[config.mk]
export PLATFORM = sky130hd
export DESIGN_NAME = ca_code_gen
export DESIGN_NICKNAME = d
export VERILOG_FILES = /design/src/rtl/ca_code_gen.sv
export SDC_FILE = /design/constraint.sdc
export NUM_CORES = 1
export LEC_CHECK = 0
export CAP_MARGIN = 20
export CELL_PAD_IN_SITES_DETAIL_PLACEMENT = 0
export CELL_PAD_IN_SITES_GLOBAL_PLACEMENT = 1
export CORE_MARGIN = 2
export CORE_UTILIZATION = 39
export CTS_BUF_LIST = sky130_fd_sc_hd__clkbuf_16
export DETAILED_ROUTE_END_ITERATION = 10
export GPL_ROUTABILITY_DRIVEN = 0
export PLACE_DENSITY_LB_ADDON = 0.1
export SETUP_SLACK_MARGIN = 0.3
export SLEW_MARGIN = 40
export SYNTH_ARGS = -nofsm -noshare
export SYNTH_HDL_FRONTEND = slang
export SYNTH_SLANG_ARGS = --single-unit
export TNS_END_PERCENT = 30
[constraint.sdc]
create_clock -name clk -period 2.56 [get_ports clk]
set_clock_uncertainty 0.15 [all_clocks]
set_input_delay 0.512 -clock clk [delete_from_list [all_inputs] [get_ports clk]]
set_output_delay 0.512 -clock clk [all_outputs]
set_load 0.005 [all_outputs]
[src/rtl/ca_code_gen.sv]
`default_nettype none
// ============================================================================
// Module      : ca_code_gen
// Description : GPS L1 C/A Gold-code generator paced by the code DDS MSB.
//               A rising DDS MSB edge advances the code one chip. Either
//               edge advances the half-chip early -> prompt -> late line.
//
//               Ports
//                 clk          system clock
//                 reset        asynchronous active-low reset
//                 enable       when low, DDS edges are ignored
//                 init         one-cycle reload strobe; latches prn
//                 prn[5:0]     satellite PRN select (1..32 valid)
//                 nco_msb      top bit of the code DDS accumulator
//                 code_early   early chip, half a chip ahead of prompt
//                 code_prompt  prompt chip
//                 code_late    late chip, half a chip behind prompt
//                 code_phase   chip index of code_early
//                 epoch        one-cycle pulse when code_phase wraps to 0
// Revision    : 1.0 - initial release
// ============================================================================
module ca_code_gen #(
    parameter int unsigned CODE_LENGTH = 1023,
    parameter int unsigned PHASE_WIDTH = 10
) (
    input  logic                   clk,
    input  logic                   reset,
    input  logic                   enable,
    input  logic                   init,
    input  logic [5:0]             prn,
    input  logic                   nco_msb,
    output logic                   code_early,
    output logic                   code_prompt,
    output logic                   code_late,
    output logic [PHASE_WIDTH-1:0] code_phase,
    output logic                   epoch
);

    // Shift registers hold stage n in bit n-1, so stage 10 is bit 9.
    localparam logic [9:0]             C_ALL_ONES   = 10'h3FF;
    localparam logic [9:0]             C_G1_TAPS    = 10'b10_0000_0100; // s3, s10
    localparam logic [9:0]             C_G2_TAPS    = 10'b11_1010_0110; // s2,s3,s6,s8,s9,s10
    localparam logic [PHASE_WIDTH-1:0] C_LAST_PHASE = PHASE_WIDTH'(CODE_LENGTH - 1);

    // Two-stage selection mask for the G2 phase-select adder.
    function automatic logic [9:0] tap_pair(input int a, input int b);
        tap_pair = (10'd1 << (a - 1)) | (10'd1 << (b - 1));
    endfunction

    logic [9:0]             g1_q, g1_d;
    logic [9:0]             g2_q, g2_d;
    logic [5:0]             prn_q, prn_d;
    logic [PHASE_WIDTH-1:0] phase_q, phase_d;
    logic                   prompt_q, prompt_d;
    logic                   late_q, late_d;
    logic                   epoch_q, epoch_d;
    logic                   msb_dly_q, msb_dly_d;

    logic [9:0] w_tap_mask;
    logic       w_prn_valid;
    logic       w_g1_fb;
    logic       w_g2_fb;
    logic       w_early;
    logic       w_rise;
    logic       w_fall;

    // G2 phase-select taps per PRN; unknown PRNs select nothing and blank
    // the code output.
    always_comb begin
        w_tap_mask  = 10'd0;
        w_prn_valid = 1'b1;
        case (prn_q)
            6'd1:    w_tap_mask = tap_pair(2, 6);
            6'd2:    w_tap_mask = tap_pair(3, 7);
            6'd3:    w_tap_mask = tap_pair(4, 8);
            6'd4:    w_tap_mask = tap_pair(5, 9);
            6'd5:    w_tap_mask = tap_pair(1, 9);
            6'd6:    w_tap_mask = tap_pair(2, 10);
            6'd7:    w_tap_mask = tap_pair(1, 8);
            6'd8:    w_tap_mask = tap_pair(2, 9);
            6'd9:    w_tap_mask = tap_pair(3, 10);
            6'd10:   w_tap_mask = tap_pair(2, 3);
            6'd11:   w_tap_mask = tap_pair(3, 4);
            6'd12:   w_tap_mask = tap_pair(5, 6);
            6'd13:   w_tap_mask = tap_pair(6, 7);
            6'd14:   w_tap_mask = tap_pair(7, 8);
            6'd15:   w_tap_mask = tap_pair(8, 9);
            6'd16:   w_tap_mask = tap_pair(9, 10);
            6'd17:   w_tap_mask = tap_pair(1, 4);
            6'd18:   w_tap_mask = tap_pair(2, 5);
            6'd19:   w_tap_mask = tap_pair(3, 6);
            6'd20:   w_tap_mask = tap_pair(4, 7);
            6'd21:   w_tap_mask = tap_pair(5, 8);
            6'd22:   w_tap_mask = tap_pair(6, 9);
            6'd23:   w_tap_mask = tap_pair(1, 3);
            6'd24:   w_tap_mask = tap_pair(4, 6);
            6'd25:   w_tap_mask = tap_pair(5, 7);
            6'd26:   w_tap_mask = tap_pair(6, 8);
            6'd27:   w_tap_mask = tap_pair(7, 9);
            6'd28:   w_tap_mask = tap_pair(8, 10);
            6'd29:   w_tap_mask = tap_pair(1, 6);
            6'd30:   w_tap_mask = tap_pair(2, 7);
            6'd31:   w_tap_mask = tap_pair(3, 8);
            6'd32:   w_tap_mask = tap_pair(4, 9);
            default: w_prn_valid = 1'b0;
        endcase
    end

    assign w_g1_fb = ^(g1_q & C_G1_TAPS);
    assign w_g2_fb = ^(g2_q & C_G2_TAPS);
    assign w_early = w_prn_valid & (g1_q[9] ^ (^(g2_q & w_tap_mask)));
    assign w_rise  = nco_msb & ~msb_dly_q;
    assign w_fall  = ~nco_msb & msb_dly_q;

    always_comb begin
        g1_d      = g1_q;
        g2_d      = g2_q;
        prn_d     = prn_q;
        phase_d   = phase_q;
        prompt_d  = prompt_q;
        late_d    = late_q;
        epoch_d   = 1'b0;
        msb_dly_d = nco_msb;       // edge history tracks even while disabled

        if (init) begin
            prn_d    = prn;
            g1_d     = C_ALL_ONES;
            g2_d     = C_ALL_ONES;
            phase_d  = '0;
            prompt_d = 1'b0;
            late_d   = 1'b0;
        end else if (enable) begin
            // Delay line samples the early chip before this cycle's shift.
            if (w_rise || w_fall) begin
                late_d   = prompt_q;
                prompt_d = w_early;
            end
            if (w_rise) begin
                if (phase_q == C_LAST_PHASE) begin
                    // Realign at the wrap so shortened code lengths still
                    // restart on chip 0 of the Gold sequence.
                    phase_d = '0;
                    g1_d    = C_ALL_ONES;
                    g2_d    = C_ALL_ONES;
                    epoch_d = 1'b1;
                end else begin
                    phase_d = phase_q + 1'b1;
                    g1_d    = {g1_q[8:0], w_g1_fb};
                    g2_d    = {g2_q[8:0], w_g2_fb};
                end
            end
        end
    end

    always_ff @(posedge clk or negedge reset) begin
        if (!reset) begin
            g1_q      <= C_ALL_ONES;
            g2_q      <= C_ALL_ONES;
            prn_q     <= 6'd1;
            phase_q   <= '0;
            prompt_q  <= 1'b0;
            late_q    <= 1'b0;
            epoch_q   <= 1'b0;
            msb_dly_q <= 1'b0;
        end else begin
            g1_q      <= g1_d;
            g2_q      <= g2_d;
            prn_q     <= prn_d;
            phase_q   <= phase_d;
            prompt_q  <= prompt_d;
            late_q    <= late_d;
            epoch_q   <= epoch_d;
            msb_dly_q <= msb_dly_d;
        end
    end

    assign code_early  = w_early;
    assign code_prompt = prompt_q;
    assign code_late   = late_q;
    assign code_phase  = phase_q;
    assign epoch       = epoch_q;

endmodule
`default_nettype wire

# After elaboration in Yosys (flattened, before gate mapping)
# Cells that the tools add are included.
# totals
reg_bits,40
input_bits,11
# classes
n_addsub,1
n_eq_ne,33
n_mux,24
n_bitwise,7
n_reduce_logical,10
# ops
op,n
$pmux W10 S32,1
$mux W10,12
$eq A6 B5 Y1 const B,16
$eq A6 B4 Y1 const B,8
$reduce_or A32 Y1,1
$reduce_xor A10 Y1,3
$eq A6 B3 Y1 const B,4
$eq A6 B2 Y1 const B,2
$mux W1,11
$add A10 B1 Y10 const B,1
$and A10 B10 Y10,1
$eq A10 B10 Y1 const B,1
$eq A6 B1 Y1 const B,1
$eq A6 B6 Y1 const B,1
$reduce_bool A2 Y1,3
$reduce_and A2 Y1,2
$and A1 B1 Y1,3
$not A1 Y1,2
$logic_or A1 B1 Y1,1
$xor A1 B1 Y1,1

# Longest topological paths before layout
# Gate-level depths: netlist (run 1).
# depth
depth_word,9
mapped_depth,10
mapped_depth_nobuf,9

# Least setup slack after synthesis (run 1)
# No wires, ideal clock.
# synth_timing
path_type,register to output
start,register prn_q[1]
end,output port code_early
arrival_time_ns,2.248
required_ns,1.898
slack_ns,-0.350
path_stages_with_launch,10
cell_sequence,dfrtp_1 > buf_2 > or4b_1 > o2111ai_1 > o311ai_1 > xor2_1 > xnor2_1 > or3_4 > and3_1 > nor3_1
# synth_between
elab_chain_len,6
word_cells_on_any_way,39
# synth_lines
element,line,source
"start, declared",52,"logic [5:0] prn_q, prn_d;"
"start signal, assigned",168,prn_q <= prn_d;
$eq A6 B6 Y1 (tied with other cells),72,case (prn_q)
$pmux W10 S32,72,
$and A10 B10 Y10,111,assign w_early = w_prn_valid & (g1_q[9] ^ (^(g2_q & w_tap_mask)));
$reduce_xor A10 Y1,111,
$xor A1 B1 Y1,111,
$and A1 B1 Y1 *,111,
"end, declared",32,"output logic code_early,"
# Mark *: on every way between the ends. The rest lies on a longest branch, timed or not.

# Final worst setup path (run 1)
# Same ends and word-level chain as after synthesis.

==> metrics.yaml, run 1 <==
timing:
  fmax_mhz: 302
  min_period_ps: 3310
  hold_viol: 0
  timing.final.crit_share_pct: 129
  setup_slack_ps: -750
  slew_viol_final: 0
  worst_pin_slew_ps: 653
  finalSetupViolCount: 2
  rsz0062_at_grt: "true"
  maxSlewHeadroom_pct: 56.5
yosys:
  synth_edf_count: 0
  synth.avg_cell_area_um2: 9.00
  ys_seq_area_share_pct: 42.3
  synth_cell_types: 55
  syn_nets: 284
  ys_ff_latch: 40
  ys_warn_count: 0
  async_reset_ff_share_pct: 100
  syn_inst: 270
  synth_area_um2: 2430
  synth_ff_type: "dfstp_2"
worst_setup_path:
  crit_path_end_kind: "primary output"
  arrival_ps: 2650
  critical_path_class: "flop to primary output"
  worstPathRequired_ps: 1900
  crit_fanout: 4
  start_kind: "flop"
placed_design:
  dp_hpwl_mm: 4.18
  placedCellCount: 399
  io_buffer_count: 24
pwr:
  pwr-share-comb_pct: 30.5
  p_leak_nw: 1.49
  finalPower_mw: 2.13
  intPower_mw: 1.54
  pwr-share-seq_pct: 36.1
  clkPwrFrac_pct: 33.4
  p_sw_mw: 0.598
  worst_ir_drop_vdd_mv: 0.343
  sw_frac_of_total_pct: 28.0
  power-per-cell-area_nw_per_um2: 624
detailed_routing:
  vias_per_cell: 5.12
  postRouteAntennaNets: 0
  via_count: 2157
  drtIter0Drc: 63
  drc_errors: 0
  avgRoutedWirePerCell_um: 14.8
  drt-total-wl_mm: 6.24
  first_pass_iters: 6
final_layout:
  nFillCells: 537
  mostFrequentLayoutCells: "58 x buf_4, 48 x nand2_1, 22 x nand3_1, 22 x clkdlybuf4s50_1, 21 x dfstp_2"
  areaGrowthSynthToFinish_pct: 40.7
  regArea_um2: 1030
  fin_util_pct: 57.4
  drive_gt1_share_pct: 35.5
  final_common_cell: "buf_4"
  finalNonFillerCells: 421
  n_antenna_cell: 0
  final_nets: 359
  multiInputGateArea_um2: 1390
floorplanning:
  coreArea_um2: 5960
  die_area_um2: 6880
  io_pins: 25
  initial_utilization_pct: 40.8
  die_x_um: 83.0
  row_count: 28
  die_h_um: 83.0
grt:
  antenna_found_initial: 0
  grt_usage_pct: 18.9
  grt_pass1_wl_mm: 10.7
  grt_start_max_net_pins: 29
  grt_overflow_total: 0
  grt_pass1_vias: 2221
cts:
  cts_max_path_buffers: 2
  clk_latency_ps: 280
  ctsRootBufferMaster: "clkbuf_16"
  cts_buffers: 5
  h-tree-depth: 2
  clock_sinks: 40
  clk_pin_slew_ps: 60
  cts_tree: "done"
min_path:
  hold_class: "input port to asynchronous set/reset pin"
flow_run:
  cap_viol_max_count: 0
run_status:
  outcome: "finished with violations"
  violations: "negative setup slack"
==> cells in the mapped netlist, drive strengths merged, types with 6 or more instances <==
| library cell | count | area [um^2] |
|---|---|---|
| nand2 | 50 | 188 |
| nand3 | 22 | 110 |
| dfstp | 21 | 552 |
| dfrtp | 19 | 475 |
| nor2 | 17 | 63.8 |
| xnor2 | 11 | 96.3 |
| xor2 | 11 | 96.3 |
| buf | 10 | 80.1 |
| clkbuf | 9 | 33.8 |
| o21ai | 9 | 45.0 |
| a21oi | 7 | 35.0 |
| nand2b | 6 | 37.5 |
==> logic make-up after synthesis <==
kind of cell,Yosys count,synth area share [%]
and+or+nand+nor,133,27.7
AOI/OAI and AO/OA,41,11.5
DFF,40,42.3
buffers and inverters,24,5.46
xor gates and xnor gates,23,8.85
muxes,6,2.68
adders and majority gates,3,1.54
==> layer usage <==
metal	vias to the layer above	global-route usage (%)	routed length, um	part of all wire [%]
met5	-	0	0	0
met1	1028	24.6	2850	46
met4	0	5.96	104	1.7
li1	1090	-	-	-
met3	11	2.58	145	2.3
met2	28	32.6	3140	50
==> flip-flops by register name (all words and copies together) (netlist names) <==
name / flops
code_late: 1
code_phase: 10
code_prompt: 1
epoch: 1
g1_q: 10
g2_q: 10
msb_dly_q: 1
prn_q: 6
==> path summary, 6_finish.rpt <==
kind	endpoint	slack, ps	depth (start not counted)	from
worst max-delay path	code_early	-750	10	prn_q[1]
worst min-delay path	code_phase[7]	100	1	reset
worst max register to register	code_prompt	-200	12	prn_q[1]
worst min register to register	g1_q[7]	330	2	g1_q[7]
max in group asynchronous	g2_q[2]	1450	2	reset
min in group clk	g1_q[7]	330	2	g1_q[7]
==> metrics by stage <==
stage | TNS (ps) | hold WS [ps] | setup slack [ps] | area, um^2
2_1_floorplan | -258 | 66.4 | -258 | 2440
3_3_place_gp | -1160 | 320 | -995 | 3020
3_5_place_dp | -1190 | 326 | -1010 | 3020
4_1_cts | -831 | 124 | -806 | 3330
5_1_grt | -1170 | 164 | -865 | 3420
6_report | -952 | 102 | -750 | 3420
==> final cells by class <==
cell class	instances	area share, %
flip-flops and latches	40	30.1
repair buffers	87	21.1
clock inverters	3	1.21
clock buffers	5	3.66
inverters	5	0.549
multi-input cells	206	40.6
well taps	75	2.74
==> timing repair <==
| action | 4_1_cts | 5_1_grt |
|---|---|---|
| hold buffers | 0 | 0 |
| buffers inserted | 12 | 2 |
| endpoints found under the setup margin | 2 | 2 |
| pin swaps | 15 | 10 |
| resized for setup | 24 | 14 |
==> power by group through the flow <==
stage	clock, mW	sequential, mW	combinational (mW)
after floorplan	0	0.767	0.330
after global placement	0	0.785	0.546
after detailed placement	0	0.784	0.547
after CTS	0.733	0.770	0.597
after global routing	0.767	0.780	0.715
final	0.712	0.771	0.651
==> critical path: stages, from the launching register on <==
cell and delay [ps]:
dfrtp_2 390, or2b_4 300, buf_6 120, a211o_1 270
a21oi_2 160, xor2_1 180, xnor3_1 440, buf_4 150
a21oi_1 140, nor3_2 70, buf_2 130
(Power assumes the default switching activity.)
==> inputs of run 2 (changes only) <==
--- a/config.mk
+++ b/config.mk
@@ -20,3 +20,2 @@
 export SYNTH_HDL_FRONTEND = slang
 export SYNTH_SLANG_ARGS = --single-unit
-export TNS_END_PERCENT = 30
==> constraint.sdc (replaced) <==
create_clock -name clk -period 2.56 [get_ports clk]
set_clock_uncertainty 0.15 [all_clocks]
set_input_delay 0.64 -clock clk [delete_from_list [all_inputs] [get_ports clk]]
set_output_delay 0.64 -clock clk [all_outputs]
set_load 0.005 [all_outputs]
==> run 2 against run 1 <==
Net effect:
- the flow still finishes with violations (negative setup slack)
- design area down 1.0%
- die area stayed put
- sequential share of layout area is 0.27 points higher
- wire length shrank 3.3%
- critical path depth fell by 1
- combinational power is 7.7% lower
- hold slack improved by 130 ps
- first-iteration DRC count grew 110%
- critical endpoint unchanged
==> metrics.yaml, run 2 (synthesis results as in run 1) <==
run_status:
  outcome: "finished with violations"  # unchanged
  violations: "negative setup slack"  # unchanged
floorplanning:
  row_count: 28  # unchanged
  die_h_um: 83.0  # unchanged
  die_area_um2: 6880  # unchanged
  die_x_um: 83.0  # unchanged
  coreArea_um2: 5960  # unchanged
  io_pins: 25  # unchanged
  initial_utilization_pct: 40.8  # unchanged
cts:
  cts_max_path_buffers: 2  # unchanged
  cts_buffers: 5  # unchanged
  ctsRootBufferMaster: "clkbuf_16"  # unchanged
  h-tree-depth: 2  # unchanged
  clk_pin_slew_ps: 60  # about the same
  clock_sinks: 40  # unchanged
  cts_tree: "done"  # unchanged
  clk_latency_ps: 290  # was 280 ps
final_layout:
  finalNonFillerCells: 423  # was 421
  drive_gt1_share_pct: 34.2  # was 35.5%
  areaGrowthSynthToFinish_pct: 39.3  # was 40.7%
  fin_util_pct: 56.8  # was 57.4%
  final_nets: 361  # was 359
  n_antenna_cell: 0  # unchanged
  mostFrequentLayoutCells: "62 x buf_4, 49 x nand2_1, 22 x nand3_1, 22 x clkdlybuf4s50_1, 21 x dfstp_2"  # was 58 x buf_4, 48 x nand2_1, 22 x nand3_1, 22 x clkdlybuf4s50_1, 21 x dfstp_2
  final_common_cell: "buf_4"  # unchanged
  postLayoutCellArea_um2: 3390  # was 3420 um^2
grt:
  grt_overflow_total: 0  # unchanged
  grt_pass1_wl_mm: 10.2  # was 10.7 mm
  antenna_found_initial: 0  # unchanged
  grt_start_max_net_pins: 30  # was 29
  grt_usage_pct: 18.0  # was 18.9%
  grt_pass1_vias: 2188  # was 2,221
worst_setup_path:
  crit_path_end_kind: "primary output"  # unchanged
  critical_path_class: "flop to primary output"  # unchanged
  start_kind: "flop"  # unchanged
  worstPathRequired_ps: 1770  # was 1900 ps
  crit_fanout: 8  # was 4
  arrival_ps: 2670  # was 2650 ps
timing:
  fmax_mhz: 289  # was 302 MHz
  worst_pin_slew_ps: 675  # was 653 ps
  timing.final.crit_share_pct: 135  # was 129%
  min_period_ps: 3460  # was 3310 ps
  maxSlewHeadroom_pct: 55.0  # was 56.5%
  finalSetupViolCount: 2  # unchanged
  hold_viol: 0  # unchanged
  setup_slack_ps: -899  # was -750 ps
  slew_viol_final: 0  # unchanged
  rsz0062_at_grt: "true"  # unchanged
  whs_ps: 237  # was 102 ps
pwr:
  clkPwrFrac_pct: 34.9  # was 33.4%
  power-per-cell-area_nw_per_um2: 622  # was 624 nW/um^2
  intPower_mw: 1.51  # was 1.54 mW
  pwr-share-comb_pct: 28.5  # was 30.5%
  p_leak_nw: 1.47  # was 1.49 nW
  pwr-share-seq_pct: 36.6  # was 36.1%
  sw_frac_of_total_pct: 28.2  # was 28.0%
  worst_ir_drop_vdd_mv: 0.399  # was 0.343 mV
  p_sw_mw: 0.594  # was 0.598 mW
detailed_routing:
  postRouteAntennaNets: 0  # unchanged
  first_pass_iters: 5  # was 6
  drtIter0Drc: 132  # was 63
  drc_errors: 0  # unchanged
  avgRoutedWirePerCell_um: 14.3  # was 14.8 um
  vias_per_cell: 5.19  # was 5.12
  via_count: 2194  # was 2,157
  drt-total-wl_mm: 6.04  # was 6.24 mm
placed_design:
  placedCellCount: 409  # was 399
  io_buffer_count: 24  # unchanged
  place_ws_ps: -1070  # was -1010 ps
  dp_hpwl_mm: 4.27  # was 4.18 mm
  placed_cell_area_um2: 3090  # was 3020 um^2
flow_run:
  cap_viol_max_count: 0  # unchanged
min_path:
  hold_class: "input port to asynchronous set/reset pin"  # unchanged
-- run 2: changes by cell type in the layout (fill, tap and decap cells not counted), sizes merged --
| cell | delta |
|---|---|
| buf | +2 |
| clkinv | -1 |
| clkinvlp | +1 |
-- run 2: stage by stage --
stage	power, mW	setup TNS [ps]
final	2.10	-928
after floorplan	1.10	-379
after global routing	2.21	-1170
after CTS	2.10	-970
after detailed placement	1.34	-1220
after global placement	1.34	-1200
-- run 2: area by class of cell --
cell class / instances / area (um^2)
clock buffers: 5 / 125
clock inverters: 3 / 46.3
fillers: 570 / 2570
inverters: 5 / 18.8
multi-input cells: 206 / 1340
flip-flops and latches: 40 / 1030
well taps: 75 / 93.8
repair buffers: 89 / 729
-- run 2: worst max-delay path, stage by stage, from the launching register on --
cell       delay, ps
dfrtp_1          470
or4b_4           540
o2111ai_2         80
o311ai_2         140
xor2_1           180
xnor2_1          170
or3_4            400
and3_4           180
nor3_2            90
buf_2            130
-- run 2: final timing paths --
path | from | end | slack, ps | cells past startpoint
max | prn_q[1] | code_early | -900 | 9
min | reset | code_phase[5] | 240 | 1
max reg2reg | prn_q[3] | code_prompt | -30 | 10
min reg2reg | g1_q[4] | g1_q[4] | 330 | 2
max in group asynchronous | reset | g2_q[8] | 1320 | 2
min in group clk | g1_q[4] | g1_q[4] | 330 | 2
-- run 2: power by group through the flow --
| stage | clock, mW | combinational, mW | sequential [mW] |
|---|---|---|---|
| after CTS | 0.751 | 0.582 | 0.769 |
| after global placement | 0 | 0.556 | 0.780 |
| after detailed placement | 0 | 0.560 | 0.778 |
| after global routing | 0.772 | 0.661 | 0.778 |
| after floorplan | 0 | 0.332 | 0.767 |
| final | 0.734 | 0.601 | 0.770 |
-- run 2: layer usage --
layer | global-route usage, % | part of all wire (%)
met1 | 24.1 | 47
met2 | 29.5 | 48
met3 | 3.38 | 3.2
met4 | 5.37 | 1.0
met5 | 0 | 0
-- run 2: repair_timing --
item | 4_1_cts | 5_1_grt
buffers inserted | 3 | 3
setup endpoints to repair | 2 | 2
resized for setup | 16 | 8
pin swaps | 7 | 6
hold buffers | 0 | 0
